===== config.mk =====
export PLATFORM = sky130hd
export DESIGN_NAME = pwm_fade_out
export DESIGN_NICKNAME = d
export VERILOG_FILES = /design/src/rtl/fade_pkg.sv /design/src/rtl/pwm_gamma.sv /design/src/rtl/pwm_fade_out.sv
export SDC_FILE = /design/constraint.sdc
export NUM_CORES = 1
export LEC_CHECK = 0
export BUFFER_PORTS_ARGS = -buffer_cell sky130_fd_sc_hd__buf_2
export CORE_MARGIN = 8
export CORE_UTILIZATION = 50
export DETAILED_ROUTE_END_ITERATION = 8
export GPL_TIMING_DRIVEN = 0
export PLACE_DENSITY = 0.74
export SETUP_SLACK_MARGIN = 0.3
export SYNTH_ARGS = -nofsm -noshare
export SYNTH_HDL_FRONTEND = slang
export SYNTH_SLANG_ARGS = --single-unit

===== constraint.sdc =====
create_clock -name i_clk -period 3.9 [get_ports i_clk]
set_clock_uncertainty 0.1 [all_clocks]
set_input_delay 1.17 -clock i_clk [delete_from_list [all_inputs] [get_ports i_clk]]
set_output_delay 1.17 -clock i_clk [all_outputs]
set_load 0.01 [all_outputs]

===== src/rtl/fade_pkg.sv =====
// Shared level type for the fade generator and PWM output stage.
// Also holds the pending-buffer state encoding used by pwm_fade_out.
package fade_pkg;

    localparam int unsigned LEVEL_W = 10;

    typedef logic [LEVEL_W-1:0] level_t;

    localparam level_t PWM_MAX = level_t'((1 << LEVEL_W) - 2);

    typedef enum logic [0:0] {
        StEmpty,
        StFull
    } pend_state_e;

endpackage


===== src/rtl/pwm_gamma.sv =====
// Squaring gamma curve: mapped = ((level+1)^2 - 1) >> WIDTH.
// The endpoints are exact: 0 maps to 0, and full scale maps to full scale.
module pwm_gamma
    import fade_pkg::*;
#(
    parameter int unsigned WIDTH = LEVEL_W
) (
    input  logic [WIDTH-1:0] level_i,
    output logic [WIDTH-1:0] mapped_o
);

    localparam int unsigned ProdW = 2 * WIDTH + 2;

    logic [ProdW-1:0] lvl_p1;
    logic [ProdW-1:0] sq;

    always_comb begin
        lvl_p1   = ProdW'(level_i) + ProdW'(1);
        sq       = lvl_p1 * lvl_p1 - ProdW'(1);
        mapped_o = WIDTH'(sq >> WIDTH);
    end

endmodule


===== src/rtl/pwm_fade_out.sv =====
// PWM output stage with a double-buffered duty that changes only at period boundaries.
// Define PWM_GAMMA_EN to pass captured levels through the pwm_gamma curve.
module pwm_fade_out
    import fade_pkg::*;
#(
    parameter int unsigned WIDTH    = LEVEL_W,
    parameter int unsigned PRESCALE = 1
) (
    input  logic             i_clk,
    input  logic             i_rst_n,
    input  logic [WIDTH-1:0] i_level,
    input  logic             i_level_valid,
    output logic             o_level_ready,
    output logic             o_led,
    output logic             o_period_start
);

    localparam int unsigned PreW = (PRESCALE > 1) ? $clog2(PRESCALE) : 1;
    localparam logic [WIDTH-1:0] CntMax = WIDTH'((1 << WIDTH) - 2);

    logic [PreW-1:0]  pre_q, pre_d;
    logic [WIDTH-1:0] cnt_q, cnt_d;
    logic [WIDTH-1:0] duty_q, duty_d;
    logic [WIDTH-1:0] pend_q, pend_d;
    logic             led_q, led_d;
    logic             ps_q, ps_d;
    logic             tick;
    logic             boundary;
    logic             xfer;
    logic [WIDTH-1:0] mapped;

    pend_state_e state_q, state_d;

`ifdef PWM_GAMMA_EN
    pwm_gamma #(
        .WIDTH(WIDTH)
    ) u_gamma (
        .level_i (i_level),
        .mapped_o(mapped)
    );
`else
    assign mapped = i_level;
`endif

    // Pending-buffer state register
    always_ff @(posedge i_clk) begin
        if (!i_rst_n) begin
            state_q <= StEmpty;
        end else begin
            state_q <= state_d;
        end
    end

    // A bypass load at a boundary leaves the buffer empty
    always_comb begin
        state_d = state_q;
        case (state_q)
            StEmpty: if (xfer && !boundary) state_d = StFull;
            StFull:  if (boundary)          state_d = StEmpty;
        endcase
    end

    always_comb begin
        o_level_ready = (state_q == StEmpty);
    end

    always_comb begin
        tick     = (pre_q == PreW'(PRESCALE - 1));
        pre_d    = tick ? '0 : pre_q + PreW'(1);
        boundary = tick && (cnt_q == CntMax);
        if (!tick) begin
            cnt_d = cnt_q;
        end else if (cnt_q == CntMax) begin
            cnt_d = '0;
        end else begin
            cnt_d = cnt_q + WIDTH'(1);
        end

        xfer   = i_level_valid && o_level_ready;
        duty_d = duty_q;
        pend_d = pend_q;
        if (boundary && (state_q == StFull)) begin
            duty_d = pend_q;
        end else if (boundary && xfer) begin
            duty_d = mapped;
        end else if (xfer) begin
            pend_d = mapped;
        end

        led_d = (cnt_q < duty_q);
        ps_d  = boundary;
    end

    always_ff @(posedge i_clk) begin
        if (!i_rst_n) begin
            pre_q  <= '0;
            cnt_q  <= '0;
            duty_q <= '0;
            pend_q <= '0;
            led_q  <= 1'b0;
            ps_q   <= 1'b0;
        end else begin
            pre_q  <= pre_d;
            cnt_q  <= cnt_d;
            duty_q <= duty_d;
            pend_q <= pend_d;
            led_q  <= led_d;
            ps_q   <= ps_d;
        end
    end

    assign o_led          = led_q;
    assign o_period_start = ps_q;

endmodule


# --- Word level (Yosys, flattened, before mapping) ---
# Cells that the tools add are included.
classes:
  n_addsub: 2
  n_mul: 0
  div: 0
  n_lt_le_gt_ge: 1
  eq_ne: 1
  shift: 0
  muxes: 6
  bitwise: 4
  n_reduce_logical: 9
ops:
  columns: ["cell", "count"]
  rows:
  - ["10-bit two-way mux", 3]
  - ["10-bit by 1-bit adder with 10-bit output (second input constant)", 1]
  - ["10-bit equality test (second input constant)", 1]
  - ["10-bit < comparator", 1]
  - ["1-bit logical AND", 5]
  - ["1-bit NOT", 4]
  - ["3-bit AND reduction", 1]
  - ["1-bit two-way mux", 2]
  - ["1-bit case mux with 2 select lines", 1]
  - ["2-bit AND reduction", 1]
  - ["2-bit nonzero test", 1]
  - ["1-bit adder (second input constant)", 1]
  - ["1-bit logical NOT", 1]
word_totals:
  register_bits: 34
  latchBits: 0
  ramBits: 0
  romBits: 0
  inputBits: 13
  output_inout_bits: 3
  word_cells: 30
  mem_count: 0

# --- Longest topological paths before layout ---
# Gate-level depths: netlist (run 1).
logic_depth:
  ltp_word: 6
  depth_mapped: 8
  mapped_depth_nobuf: 6

# --- Worst setup path before layout (run 1) ---
# OpenSTA, ideal clock, no wires.
synth_path:
  kind: "input -> register"
  start: "input port i_rst_n"
  end: "register duty_q[0]"
  setup_ns: 0.087
  t_arrival_ns: 1.895
  t_required_ns: 3.713
  path_slack_ns: 1.818
  path_stages: 5
  path_buffers: 1
  path_cell_list: "buf_2 > inv_1 > a41oi_2 > nand2_1 > o31ai_1"
synth_rtl:
  columns: ["item", "line", "source"]
  rows:
  - ["start, declared", "pwm_fade_out.sv:10", "input logic i_rst_n,"]
  - ["end signal, assigned", "pwm_fade_out.sv:105", "duty_q <= duty_d;"]
  - ["end, declared", "pwm_fade_out.sv:23", "logic [WIDTH-1:0] duty_q, duty_d;"]

# --- Worst setup path after layout (run 1) ---
layout_path:
  start: "register state_q"
  end: "output port o_level_ready"
layout_via:
  elab_chain_len: 1
layout_lines:
  columns: ["item", "line", "source"]
  rows:
  - ["start, declared", "pwm_fade_out.sv:32", "pend_state_e state_q, state_d;"]
  - ["start signal, assigned", "pwm_fade_out.sv:48", "state_q <= StEmpty;"]
  - ["start signal, assigned", "pwm_fade_out.sv:50", "state_q <= state_d;"]
  - ["1-bit NOT", null, null]
  - ["end, declared", "pwm_fade_out.sv:13", "output logic o_level_ready,"]
# Every way passes these cells.

==> key figures, run 1 <==
GRT
  • Global route total overflow: 0
  • Antenna violations before repair: 0
  • GRT Overall Usage: 13.4%
  • Number of global-route vias before repair: 1336
  • Largest net degree at the start of global routing: 12
  • Global-route wire length before repair: 5730 um

Placement
  • Port Buffers: 14
  • GP Congestion: 0.756
  • Post-DP HPWL: 2450 um
  • Placed cells: 261

Final layout
  • Share of cells above drive strength 1: 15.2%
  • Final Non-Filler Cells: 269
  • Antenna diodes: 0
  • Final nets: 246
  • Post-Route Utilization: 57.0%
  • Area growth syn-to-layout: 11.5%

Worst setup path
  • CP top delay family: buffers and inverters
  • Crit. End Element: primary output
  • Worst R2R Path Depth: 7
  • Setup crit start kind: flop
  • Crit path cell chain: inv_1 > clkbuf_1 > buf_2
  • Required time of the critical path: 2.63 ns
  • Crit path max fanout: 10
  • Worst path depth: 3
  • Worst EP arrival: 1.37 ns
  • Crit path buffers/inverters: 3
  • Critical-path top delay cell: clkbuf_1
  • Critical path type: reg -> out
  • Crit path largest cell delay: 0.37 ns

Clock tree
  • Hold_buf cts: 0
  • CTS tree: yes
  • CTS Buffer Depth: 2
  • H-tree levels: 2
  • Post-CTS setup buffer count: 0
  • Clock transition at path regs: 0.10 ns
  • Clock Sinks: 34
  • Clock Latency Late Sink: 0.35 ns
  • CTS Buf Count: 5
  • Gates resized, CTS repair: 0
  • Clock root cell: clkbuf_4

Routing
  • Routed Antenna Nets: 0
  • Initial DRC count: 89
  • Vias per cell: 5.21
  • WL/cell: 11.9 um
  • DRT Pass-1 Iters: 4
  • Vias: 1401
  • Total Wirelength: 3190 um
  • Remaining DRCs: 0

Synthesis
  • Area of the mapped netlist: 1670 um2
  • Ys Warns: 0
  • Top post-synthesis cells by count: dfxtp_1, nor2_1, nand2_1
  • Most numerous cell in the Yosys netlist: dfxtp_1
  • Synth Area per Inst: 8.29 um2
  • Cell taking the most area after synthesis: dfxtp_1
  • Post-synth EDFFs: 0
  • Async S/R FF share, synth: 0%
  • Seq/Total Area, Yosys: 40.8%
  • Top cells by area, synth: dfxtp_1, ha_1, nor2_1, nand2_1, nand3_1
  • Synth top area share: 40.8%
  • #FFs+latches synth: 34
  • Ys flop type: dfxtp_1
  • Mapped Nets: 225
  • Synth unique cells: 39
  • Post-Syn Instances: 201

Power and ir drop
  • Tot Pwr: 624 uW
  • Power Dens Cells: 336 nW/um2
  • Leakage: 0.757 nW
  • Worst IR Drop VDD: 223 uV

STA
  • Final setup vio count: 0
  • Post-layout min period: 2.64 ns
  • Unrepaired setup endpoints after global routing: false
  • Period utilization: 67.6%
  • FMAX: 379 MHz
  • Slew Limit Fails: 0
  • Final Hold Vio Count: 0
  • Post-route setup TNS: 0 ns

Die
  • I/O pin cnt: 16
  • Die X: 73.7 um
  • Core area: 3260 um2
  • Row count: 21
  • Initial Utilization: 51.2%
  • Die Y: 73.7 um
  • Die ar.: 5440 um2

Min path
  • HP Class: reg -> reg
  • Hold path depth: 2

Outcome
  • Status: complete, no violations

Flow run
  • Max Cap Viol: 0
[worst reg2reg max path: cells and delay by family (launching register included)]
family	cells	cell delay (ns)
buf+inv	3	0.56
compound gates	2	0.43
fa+ha+maj	1	0.19
simple gates	1	0.18
flops	1	0.44
[through the flow]
stage,hold WS [ns],area (um2),worst slack (ns)
after global placement,0.338,1790,1.59
after floorplan,0.317,1670,1.82
after CTS,0.364,1860,1.25
after global routing,0.382,1860,1.14
after detailed placement,0.344,1790,1.55
final,0.359,1860,1.26
[sequential cells by signal, indices dropped and copies added, names as in the netlist]
signal / count
cnt_q: 10
duty_q: 10
pend_q: 10
o_led: 1
o_period_start: 1
pre_q: 1
state_q: 1
[cells by family after synthesis]
| kind of cell | share of synthesized area (%) |
|---|---|
| other cells | 0.225 |
| flops | 40.8 |
| fa+ha+maj | 8.26 |
| simple gates | 25.2 |
| compound gates | 14.6 |
| buf+inv | 6.61 |
| xor+xnor | 4.20 |
[layout by cell type (no fill, tap or decap), types with 2 or more instances in the layout]
master    count
dfxtp_1      34
nor2_1       33
nand2_1      24
buf_2        18
nand3_1      15
inv_1        13
ha_1         11
o31ai_1      10
o21ai_0      10
xor2_1        7
clkbuf_1      6
clkbuf_4      5
and4_1        3
nor2b_1       2
and2_1        2
nand4_1       2
o21a_1        2
[layer usage]
metal	vias up	track usage, %	part of all wire [%]
met4	0	6.21	1.8
met1	643	16.2	48
met5	-	0	0
met3	7	3.82	3.6
li1	726	-	-
met2	25	21.1	46
[where the power goes]
part           total (mW)  switching, mW  internal, mW
logic              0.0533         0.0326        0.0207
clock network       0.208          0.121        0.0866
registers           0.363        0.00647         0.357
[area by class of cell]
type | count | area (um2)
clock buffers | 6 | 51.3
clock inverters | 2 | 12.5
repair buffers | 14 | 70.1
flip-flops and latches | 34 | 681
multi-input cells | 142 | 876
well taps | 46 | 57.6
plain buffers | 12 | 61.3
fillers | 353 | 1400
inverters | 13 | 48.8
[path summary, 6_finish.rpt]
check	slack (ns)	endpoint	from
worst max register to register	1.88	pend_q[6]	cnt_q[0]
worst min-delay path	0.36	duty_q[2]	duty_q[2]
worst min register to register	0.36	duty_q[2]	duty_q[2]
worst max-delay path	1.26	o_level_ready	state_q
No activity file was read; power rests on OpenSTA's default activity.
==> run 2, diff against run 1 <==
--- a/config.mk
+++ b/config.mk
@@ -10,7 +10,7 @@
 export CORE_UTILIZATION = 50
 export DETAILED_ROUTE_END_ITERATION = 8
 export GPL_TIMING_DRIVEN = 0
-export PLACE_DENSITY = 0.74
+export PLACE_DENSITY = 0.77
 export SETUP_SLACK_MARGIN = 0.3
 export SYNTH_ARGS = -nofsm -noshare
 export SYNTH_HDL_FRONTEND = slang
==> constraint.sdc (replaced) <==
create_clock -name i_clk -period 2.3 [get_ports i_clk]
set_clock_uncertainty 0.1 [all_clocks]
set_input_delay 0.69 -clock i_clk [delete_from_list [all_inputs] [get_ports i_clk]]
set_output_delay 0.69 -clock i_clk [all_outputs]
set_load 0.01 [all_outputs]
==> run 2 against run 1 <==
Compared with the run above: clock power increased by 68%; critical path depth did not move; sequential power is 70% higher; cell count unchanged; register-to-register slack got worse by 1.4 ns; global-route usage is 0.70 points lower; sequential share of layout area about the same; non-clock buffer count stayed put; die area unchanged; design area increased by 0.40%; hold slack got worse by 0.00085 ns; count of clock-buffer cells in the layout unchanged; critical path type unchanged; largest power group unchanged; highest routed layer unchanged.
==> key figures, run 2 (synthesis results as in run 1) <==
Outcome
  • Status: complete, no violations

GRT
  • Largest net degree at the start of global routing: 12
  • Global-route wire length before repair: 5420 um
  • Number of global-route vias before repair: 1279
  • GRT Overall Usage: 12.7%
  • Global route total overflow: 0
  • Antenna violations before repair: 0

Clock tree
  • Post-CTS setup buffer count: 0
  • Clock transition at path regs: 0.10 ns
  • CTS Buffer Depth: 2
  • Clock root cell: clkbuf_4
  • Clock Sinks: 34
  • Clock Latency Late Sink: 0.33 ns
  • CTS Buf Count: 5
  • Hold_buf cts: 0
  • H-tree levels: 2
  • CTS tree: yes

Worst setup path
  • Crit. End Element: primary output
  • Worst EP arrival: 1.15 ns
  • Critical-path top delay cell: dfxtp_2
  • CP top delay family: buffers and inverters
  • Crit path max fanout: 10
  • Critical path type: reg -> out
  • Crit path launch: state_q
  • Worst r2r src: cnt_q[0]
  • Required time of the critical path: 1.51 ns
  • Crit path cell chain: inv_1 > clkbuf_2 > buf_2
  • Crit path largest cell delay: 0.35 ns
  • Crit path buffers/inverters: 3
  • Setup crit start kind: flop

Final layout
  • Share of cells above drive strength 1: 17.0%
  • Design area: 1870 um2
  • Post-Route Utilization: 57.3%
  • Final nets: 246
  • Antenna diodes: 0
  • Most common cell after layout, fill and taps aside: nor2_1
  • Area growth syn-to-layout: 11.9%
  • Most frequent cells in the layout: nor2_1, dfxtp_1, nand2_1
  • Biggest regs: cnt_q (10), duty_q (10), pend_q (10)

Die
  • Die X: 73.7 um
  • Initial Utilization: 51.2%
  • I/O pin cnt: 16
  • Die Y: 73.7 um
  • Die ar.: 5440 um2
  • Core area: 3260 um2
  • Row count: 21

STA
  • Final setup vio count: 0
  • Post-route setup TNS: 0 ns
  • Slew Limit Fails: 0
  • Final Hold Vio Count: 0
  • Post-layout min period: 1.94 ns
  • FMAX: 516 MHz
  • Unrepaired setup endpoints after global routing: false
  • Period utilization: 84.2%

Flow run
  • Max Cap Viol: 0

Routing
  • Initial DRC count: 54
  • Total Wirelength: 3170 um
  • DRT Pass-1 Iters: 4
  • Vias: 1397
  • WL/cell: 11.8 um
  • Vias per cell: 5.19
  • Routed Antenna Nets: 0
  • Remaining DRCs: 0

Placement
  • Port Buffers: 14
  • Placed inst area: 1790 um2
  • GP Congestion: 0.775
  • Post-DP HPWL: 2450 um

Min path
  • HP Class: reg -> reg
  • Min-delay src: duty_q[1]

Power and ir drop
  • Worst IR Drop VDD: 384 uV
  • Leakage: 0.764 nW
  • Power Dens Cells: 567 nW/um2
## run 2: changes by cell type in the layout (fill, tap and decap cells not counted), sizes merged
cell / previous run / this run
buf: 20 / 19
clkbuf: 12 / 13
## run 2: path summary, 6_finish.rpt
| kind | end | slack [ns] | cells after the start |
|---|---|---|---|
| hold / removal | duty_q[1] | 0.36 | 2 |
| setup reg to reg | pend_q[9] | 0.46 | 8 |
| hold reg to reg | duty_q[1] | 0.36 | 2 |
| setup / recovery | o_level_ready | 0.36 | 3 |
## run 2: area by class of cell
| class | count | area, um2 |
|---|---|---|
| inverters | 13 | 48.8 |
| fillers | 337 | 1390 |
| multi-input cells | 142 | 876 |
| flip-flops and latches | 34 | 683 |
| clock buffers | 6 | 51.3 |
| repair buffers | 14 | 70.1 |
| clock inverters | 2 | 12.5 |
| plain buffers | 12 | 66.3 |
| well taps | 46 | 57.6 |
## run 2: metal layers
| layer | GRT usage, % | wire [um] | vias to the layer above |
|---|---|---|---|
| li1 | - | - | 724 |
| met1 | 15.0 | 1460 | 637 |
| met2 | 20.3 | 1520 | 28 |
| met3 | 3.41 | 125 | 8 |
| met4 | 6.65 | 58 | 0 |
| met5 | 0 | 0 | - |
## run 2: where the power goes
group          internal (mW)  switching (mW)  leakage (nW)
logic                 0.0362          0.0554         0.453
registers              0.606          0.0108         0.277
clock network          0.147           0.202        0.0343
total                  0.789           0.268         0.764
## run 2: repair_timing
item                                    in CTS  in global routing
resized for setup                            2                  3
pin swaps                                    0                  0
endpoints found under the setup margin       4                 11
## run 2: through the flow
stage	power (mW)	hold slack, ns	std cells	setup slack, ns
2_1_floorplan	0.688	0.317	201	0.608
3_3_place_gp	0.717	0.337	261	0.323
3_5_place_dp	0.719	0.343	261	0.284
4_1_cts	1.07	0.364	269	0.318
5_1_grt	1.10	0.387	269	0.305
6_report	1.06	0.358	269	0.362
## run 2: worst reg2reg max path, delay by kind of cell, from the launching register on
kind	cells	cell delay, ns
buf+inv	3	0.47
simple gates	2	0.27
compound gates	2	0.38
fa+ha+maj	1	0.18
flops	1	0.39
